`config.mk`:
```
export PLATFORM = sky130hd
export DESIGN_NAME = vec_fp_add_seq_flat
export DESIGN_NICKNAME = d
export VERILOG_FILES = /design/src/rtl/vec_fp_add_seq_if.sv /design/src/rtl/vec_fp_add_seq.sv /design/src/flat_wrapper.sv
export SDC_FILE = /design/constraint.sdc
export NUM_CORES = 1
export LEC_CHECK = 0
export CAP_MARGIN = 20
export CORE_MARGIN = 2
export CORE_UTILIZATION = 45
export DETAILED_ROUTE_END_ITERATION = 12
export GPL_TIMING_DRIVEN = 0
export PLACE_DENSITY = 0.87
export SYNTH_ARGS = -nofsm -noshare
export SYNTH_HDL_FRONTEND = slang
export SYNTH_SLANG_ARGS = --single-unit
```
`constraint.sdc`:
```
create_clock -name clk -period 2.5 [get_ports clk]
set_input_delay 0.5 -clock clk [delete_from_list [all_inputs] [get_ports clk]]
set_output_delay 0.5 -clock clk [all_outputs]
set_load 0.1 [all_outputs]
```
`src/rtl/vec_fp_add_seq_if.sv`:
```
// Bundle between the vector execute stage, the sequencer and the scalar adder_fp unit.
// The slave modport is the sequencer's view; master is the environment's (stage + adder).
interface vec_fp_add_seq_if #(
    parameter int LANES = 4,
    parameter int W     = 32
);
    logic               start;
    logic               op;
    logic [LANES*W-1:0] va;
    logic [LANES*W-1:0] vb;
    logic [LANES*W-1:0] vy;
    logic               busy;
    logic               done;
    logic               err;
    logic               fp_start;
    logic               fp_op;
    logic [W-1:0]       fp_a;
    logic [W-1:0]       fp_b;
    logic               fp_ready;
    logic [W-1:0]       fp_y;

    modport master (
        output start, op, va, vb, fp_ready, fp_y,
        input  vy, busy, done, err, fp_start, fp_op, fp_a, fp_b
    );

    modport slave (
        input  start, op, va, vb, fp_ready, fp_y,
        output vy, busy, done, err, fp_start, fp_op, fp_a, fp_b
    );
endinterface

```
`src/rtl/vec_fp_add_seq.sv`:
```
// Feeds a LANES-wide FP add/sub through the single scalar adder_fp, one lane per handshake.
// Optional per-lane watchdog enabled by defining VSEQ_TIMEOUT_EN.
module vec_fp_add_seq #(
    parameter int LANES   = 4,
    parameter int W       = 32,
    parameter int TIMEOUT = 64
) (
    input logic             clk,
    input logic             rst,
    vec_fp_add_seq_if.slave bus
);
    localparam int IW = (LANES > 1) ? $clog2(LANES) : 1;
    localparam int VW = LANES * W;

    if (LANES < 1 || LANES > 16 || W != 32 || TIMEOUT < 1) begin : g_param_check
        $error("vec_fp_add_seq: unsupported LANES/W/TIMEOUT");
    end

    typedef enum logic [1:0] {IDLE, ISSUE, WAIT, DONE} state_t;

    state_t          state;
    logic [VW-1:0]   va_q;
    logic [VW-1:0]   vb_q;
    logic [VW-1:0]   vy_q;
    logic [IW-1:0]   idx;
    logic [IW-1:0]   nxt_idx;
    logic            last_lane;
    logic            busy_q;
    logic            done_q;
    logic            fp_start_q;
    logic            fp_op_q;
    logic [W-1:0]    fp_a_q;
    logic [W-1:0]    fp_b_q;

`ifdef VSEQ_TIMEOUT_EN
    localparam int CW = $clog2(TIMEOUT + 1);
    logic [CW-1:0] tcnt;
    logic          err_q;
`endif

    assign nxt_idx   = idx + 1'b1;
    assign last_lane = (idx == IW'(LANES - 1));

    // ready is only looked at in WAIT, so a ready left high from the previous
    // lane is skipped over during the ISSUE cycle of the next one
    always_ff @(posedge clk) begin
        if (rst) begin
            state      <= IDLE;
            va_q       <= '0;
            vb_q       <= '0;
            vy_q       <= '0;
            idx        <= '0;
            busy_q     <= 1'b0;
            done_q     <= 1'b0;
            fp_start_q <= 1'b0;
            fp_op_q    <= 1'b0;
            fp_a_q     <= '0;
            fp_b_q     <= '0;
`ifdef VSEQ_TIMEOUT_EN
            tcnt       <= '0;
            err_q      <= 1'b0;
`endif
        end else begin
            done_q     <= 1'b0;
            fp_start_q <= 1'b0;
            case (state)
                IDLE: begin
                    if (bus.start) begin
                        va_q       <= bus.va;
                        vb_q       <= bus.vb;
                        fp_op_q    <= bus.op;
                        idx        <= '0;
                        fp_a_q     <= bus.va[W-1:0];
                        fp_b_q     <= bus.vb[W-1:0];
                        fp_start_q <= 1'b1;
                        busy_q     <= 1'b1;
                        state      <= ISSUE;
`ifdef VSEQ_TIMEOUT_EN
                        err_q      <= 1'b0;
`endif
                    end
                end
                ISSUE: begin
                    state <= WAIT;
`ifdef VSEQ_TIMEOUT_EN
                    tcnt  <= '0;
`endif
                end
                WAIT: begin
                    if (bus.fp_ready) begin
                        vy_q[int'(idx)*W +: W] <= bus.fp_y;
                        if (last_lane) begin
                            done_q <= 1'b1;
                            state  <= DONE;
                        end else begin
                            idx        <= nxt_idx;
                            fp_a_q     <= va_q[int'(nxt_idx)*W +: W];
                            fp_b_q     <= vb_q[int'(nxt_idx)*W +: W];
                            fp_start_q <= 1'b1;
                            state      <= ISSUE;
                        end
                    end
`ifdef VSEQ_TIMEOUT_EN
                    else if (tcnt == CW'(TIMEOUT - 1)) begin
                        err_q  <= 1'b1;
                        done_q <= 1'b1;
                        state  <= DONE;
                    end else begin
                        tcnt <= tcnt + 1'b1;
                    end
`endif
                end
                DONE: begin
                    busy_q <= 1'b0;
                    state  <= IDLE;
                end
                default: state <= IDLE;
            endcase
        end
    end

    assign bus.vy       = vy_q;
    assign bus.busy     = busy_q;
    assign bus.done     = done_q;
    assign bus.fp_start = fp_start_q;
    assign bus.fp_op    = fp_op_q;
    assign bus.fp_a     = fp_a_q;
    assign bus.fp_b     = fp_b_q;
`ifdef VSEQ_TIMEOUT_EN
    assign bus.err      = err_q;
`else
    assign bus.err      = 1'b0;
`endif
endmodule

```
`src/flat_wrapper.sv`:
```
// flat-port wrapper written by rule: the top's interface ports become plain ports
module vec_fp_add_seq_flat 
#(
    parameter int LANES   = 4,
    parameter int W       = 32,
    parameter int TIMEOUT = 64
)
  (clk, rst, bus_start, bus_op, bus_va, bus_vb, bus_fp_ready, bus_fp_y, bus_vy, bus_busy, bus_done, bus_err, bus_fp_start, bus_fp_op, bus_fp_a, bus_fp_b);
  vec_fp_add_seq_if #(.LANES(LANES), .W(W)) bus_i ();
  input logic clk;
  input logic rst;
  input wire logic [$bits(bus_i.start)-1:0] bus_start;
  input wire logic [$bits(bus_i.op)-1:0] bus_op;
  input wire logic [$bits(bus_i.va)-1:0] bus_va;
  input wire logic [$bits(bus_i.vb)-1:0] bus_vb;
  input wire logic [$bits(bus_i.fp_ready)-1:0] bus_fp_ready;
  input wire logic [$bits(bus_i.fp_y)-1:0] bus_fp_y;
  output wire logic [$bits(bus_i.vy)-1:0] bus_vy;
  output wire logic [$bits(bus_i.busy)-1:0] bus_busy;
  output wire logic [$bits(bus_i.done)-1:0] bus_done;
  output wire logic [$bits(bus_i.err)-1:0] bus_err;
  output wire logic [$bits(bus_i.fp_start)-1:0] bus_fp_start;
  output wire logic [$bits(bus_i.fp_op)-1:0] bus_fp_op;
  output wire logic [$bits(bus_i.fp_a)-1:0] bus_fp_a;
  output wire logic [$bits(bus_i.fp_b)-1:0] bus_fp_b;
  assign bus_i.start = bus_start;
  assign bus_i.op = bus_op;
  assign bus_i.va = bus_va;
  assign bus_i.vb = bus_vb;
  assign bus_i.fp_ready = bus_fp_ready;
  assign bus_i.fp_y = bus_fp_y;
  assign bus_vy = bus_i.vy;
  assign bus_busy = bus_i.busy;
  assign bus_done = bus_i.done;
  assign bus_err = bus_i.err;
  assign bus_fp_start = bus_i.fp_start;
  assign bus_fp_op = bus_i.fp_op;
  assign bus_fp_a = bus_i.fp_a;
  assign bus_fp_b = bus_i.fp_b;
  vec_fp_add_seq #(.LANES(LANES), .W(W), .TIMEOUT(TIMEOUT)) u_core (.clk(clk), .rst(rst), .bus(bus_i));
endmodule
```
==> results.yml, run 1 <==
synthesis:
  synth_warnings: 0
  synth_top_cell_by_area: "dfxtp_1"
  ys_ff_latch: 456
  ys_types: 32
  netlist_top_cells_count: "nand2_1, dfxtp_1, a21oi_1, nand3_1, mux2i_1"
  synth.most_common_cell: "nand2_1"
  syn_area_mm2: 0.0183
  synth-edff-count: 0
  async_flop_share: 0
  yosysSeqAreaShare: 0.499
  synth_cells: 2247
  synth.area.top_cells: "dfxtp_1, nand2_1, a21oi_1"
  synthFlopType: "dfxtp_1"
  synth_top_area_share: 0.499
  avgSynthCellArea_um2: 8.14
  synth.net_count: 2546
finish:
  regArea_mm2: 0.00913
  nets: 3081
  fin_area_mm2: 0.0252
  multi_input_area_mm2: 0.00816
  area_delta_synth_final_pct: 37.8
  fillers: 3402
  layout.cells.non_filler: 3354
  drive_above_1_share: 0.0821
power:
  seqPwrFrac: 0.438
  total_power_mw: 18.0
  comb_power_share: 0.171
  sw_frac_of_total: 0.295
  intPower_mw: 12.7
  power.switching_mw: 5.32
  worst_ir_drop_vdd_v: 0.000557
  clockPowerShare: 0.392
  p_per_area_mw_per_mm2: 716
  p_leak_nw: 9.90
setup_path:
  r2r_slack_ns: -0.01
  end_kind: "flop"
  crit_top_cell: "buf_4"
  max_stage_delay_ns: 0.41
  reg2reg_to: "u_core.bus.fp_b[0]"
  path_cells: "buf_4 > inv_1 > ha_1 > buf_4 > buf_4 > buf_6 > mux2i_2 > nand2_1 > a32o_1"
  crit_buf_inv: 5
  timing_worst_setup_path_type: "reg2reg"
  critPathMaxFanout: 10
  cpMaxStageDelayCell: "dfxtp_1"
  start_kind: "flop"
  r2r_cells: 9
  crit_family: "buffers and inverters"
  worstPathRequired_ns: 2.97
  reg2reg_from: "u_core.idx[0]"
  cp_data_arrival_time_ns: 2.98
sta:
  fin_crit_sh: 1.01
  relSlewSlack: 0.249
  rsz0062_at_grt: "true"
  hold_violations: 0
  slew_violations: 0
  skew_ns: 0.0243
  holdWs_ns: 0.367
  setup_viol: 2
  period_minus_slack_ns: 2.51
  worst_slack_ns: -0.0132
  worstMarginPinSlew_ns: 1.13
  max_freq_ghz: 0.398
  setup_tns_ns: -0.0213
routing:
  wl_per_cell_um: 20.8
  viasPerCell: 5.62
  drt-total-wl_um: 69800
  drcViolationCount: 0
  ant_nets: 0
  drtIter0Drc: 1769
  num_vias: 18800
  drt-pass1-iter-count: 6
grt:
  first_global_vias: 18400
  grt_pass1_wl_um: 103000
  grt_antenna_before_repair: 16
  grt.overflow.total: 0
  grtUsageTotal: 0.319
  grt_max_degree: 15
outcome:
  outcome: "finished, violations left"
  failed_checks: "negative setup slack"
place:
  globalplace.congestion: 0.925
  placed_cells: 3259
  dp_hpwl_um: 52600
  postPlaceCellArea_mm2: 0.0238
  portBuffers: 487
clock_tree:
  clk_path_buf_depth: 3
  cts-root-buf: "clkbuf_16"
  numCtsBuffers: 47
  clkSlewWorstSetupHoldPaths_ns: 0.06
  cts_tree: "built"
  cts.sinks: 456
  htree_levels: 2
  clock_latency_ns: 0.59
  hold_buffers: 0
die:
  ios: 490
  fp.dieW_um: 206
  start_util: 0.458
  core_area_mm2: 0.0399
  floorplan.rows: 73
  die-area_mm2: 0.0423
  die_h_um: 206
run:
  max-cap-violations: 0
hold_path:
  hold_class: "in2reg"
  holdPathStages: 3
  min_from: "rst"
  min_to: "u_core.state[0]"
[sequential cells by signal (all words and copies together) (netlist names)]
register	flops
u_core.bus.busy	1
u_core.bus.done	1
u_core.bus.fp_a	32
u_core.bus.fp_b	32
u_core.bus.fp_op	1
u_core.bus.fp_start	1
u_core.bus.vy	128
u_core.idx	2
u_core.state	2
u_core.va_q	128
u_core.vb_q	128
[per-stage QoR]
stage	setup slack, ns	utilization
detailed placement	-0.240	0.597
CTS	-0.00390	0.630
global placement	-0.204	0.597
finish	-0.0132	0.631
global route	-0.118	0.631
floorplan	0.465	-
[timing repair]
item,in CTS,in global routing
setup endpoints to repair,228,104
cloned,0,0
pin swaps,0,0
gates resized for setup,206,12
buffers inserted,0,0
[power groups by stage]
| stage | sequential, mW | combinational [mW] | clock [mW] |
|---|---|---|---|
| after floorplan | 8.78 | 1.10 | 0 |
| after global placement | 8.03 | 3.05 | 0 |
| after detailed placement | 8.05 | 3.10 | 0 |
| after CTS | 7.89 | 3.05 | 7.05 |
| after global routing | 7.93 | 3.26 | 7.34 |
| final | 7.90 | 3.08 | 7.07 |
[cell usage in the layout, fill, tap and decap left out, types with 4 or more instances in the layout]
master           Yosys  layout
nand3_1            130     130
dlygate4sd2_1        0     196
clkbuf_16            0      48
clkdlybuf4s50_1      0     291
ha_1                 6       6
nand2_1            709     709
nand2b_1             4       4
a21oi_1            455     455
and4b_1              4       4
buf_6                0       5
diode_2              0      15
mux2i_1            128     126
clkbuf_8             0       7
buf_4               28      33
nor2_1              64      64
clkinv_2             0       9
buf_2              118     107
a32o_1              64      64
nand4b_1             4       4
clkbuf_1            51      56
dfxtp_1            456     456
[kinds of logic after synthesis]
group | Yosys count | share of synthesized area
simple gates | 936 | 0.212
mux | 128 | 0.0701
flops | 456 | 0.499
other cells | 1 | 0.000205
fa+ha+maj | 6 | 0.00410
compound gates | 520 | 0.160
buf+inv | 200 | 0.0549
[routing by layer]
layer  vias up  routed length [um]  GRT usage
met3       234                6240     0.0545
li1       8679                   -          -
met2      1090               33300      0.547
met5         -                  22          0
met1      8829               26700      0.382
met4         4                3510      0.168
[cell type report]
type                            instances  area share
Multi-Input combinational cell       1591       0.324
Antenna cell                           15     0.00149
Timing Repair Buffer                  487       0.184
Clock buffer                           62      0.0525
Tap cell                              525      0.0261
Inverter                                2    0.000298
Sequential cell                       456       0.362
Clock inverter                         19     0.00824
Buffer                                197      0.0414
[how the worst max path moves through the flow]
stage | start | to | depth (start not counted)
floorplan | u_core.idx[0] | u_core.bus.fp_a[28] | 9
global placement | rst | u_core.va_q[123] | 5
detailed placement | rst | u_core.va_q[122] | 5
CTS | u_core.idx[0] | u_core.bus.fp_b[28] | 9
global route | u_core.idx[0] | u_core.bus.vy[126] | 8
finish | u_core.idx[0] | u_core.bus.fp_b[0] | 9
[worst register-to-register path: stages (launching register included)]
cell and delay, ns:
dfxtp_1 0.41, buf_4 0.21, inv_1 0.10, ha_1 0.29, buf_4 0.18, buf_4 0.29
buf_6 0.25, mux2i_2 0.34, nand2_1 0.09, a32o_1 0.25
(Power assumes the default switching activity.)
==> run 2: changes to the inputs <==
--- a/config.mk
+++ b/config.mk
@@ -11,6 +11,7 @@
 export DETAILED_ROUTE_END_ITERATION = 12
 export GPL_TIMING_DRIVEN = 0
 export PLACE_DENSITY = 0.87
+export SLEW_MARGIN = 20
 export SYNTH_ARGS = -nofsm -noshare
 export SYNTH_HDL_FRONTEND = slang
 export SYNTH_SLANG_ARGS = --single-unit
==> results of run 2 <==
No change in the layout: final DEF, timing and power equal those of run 1.
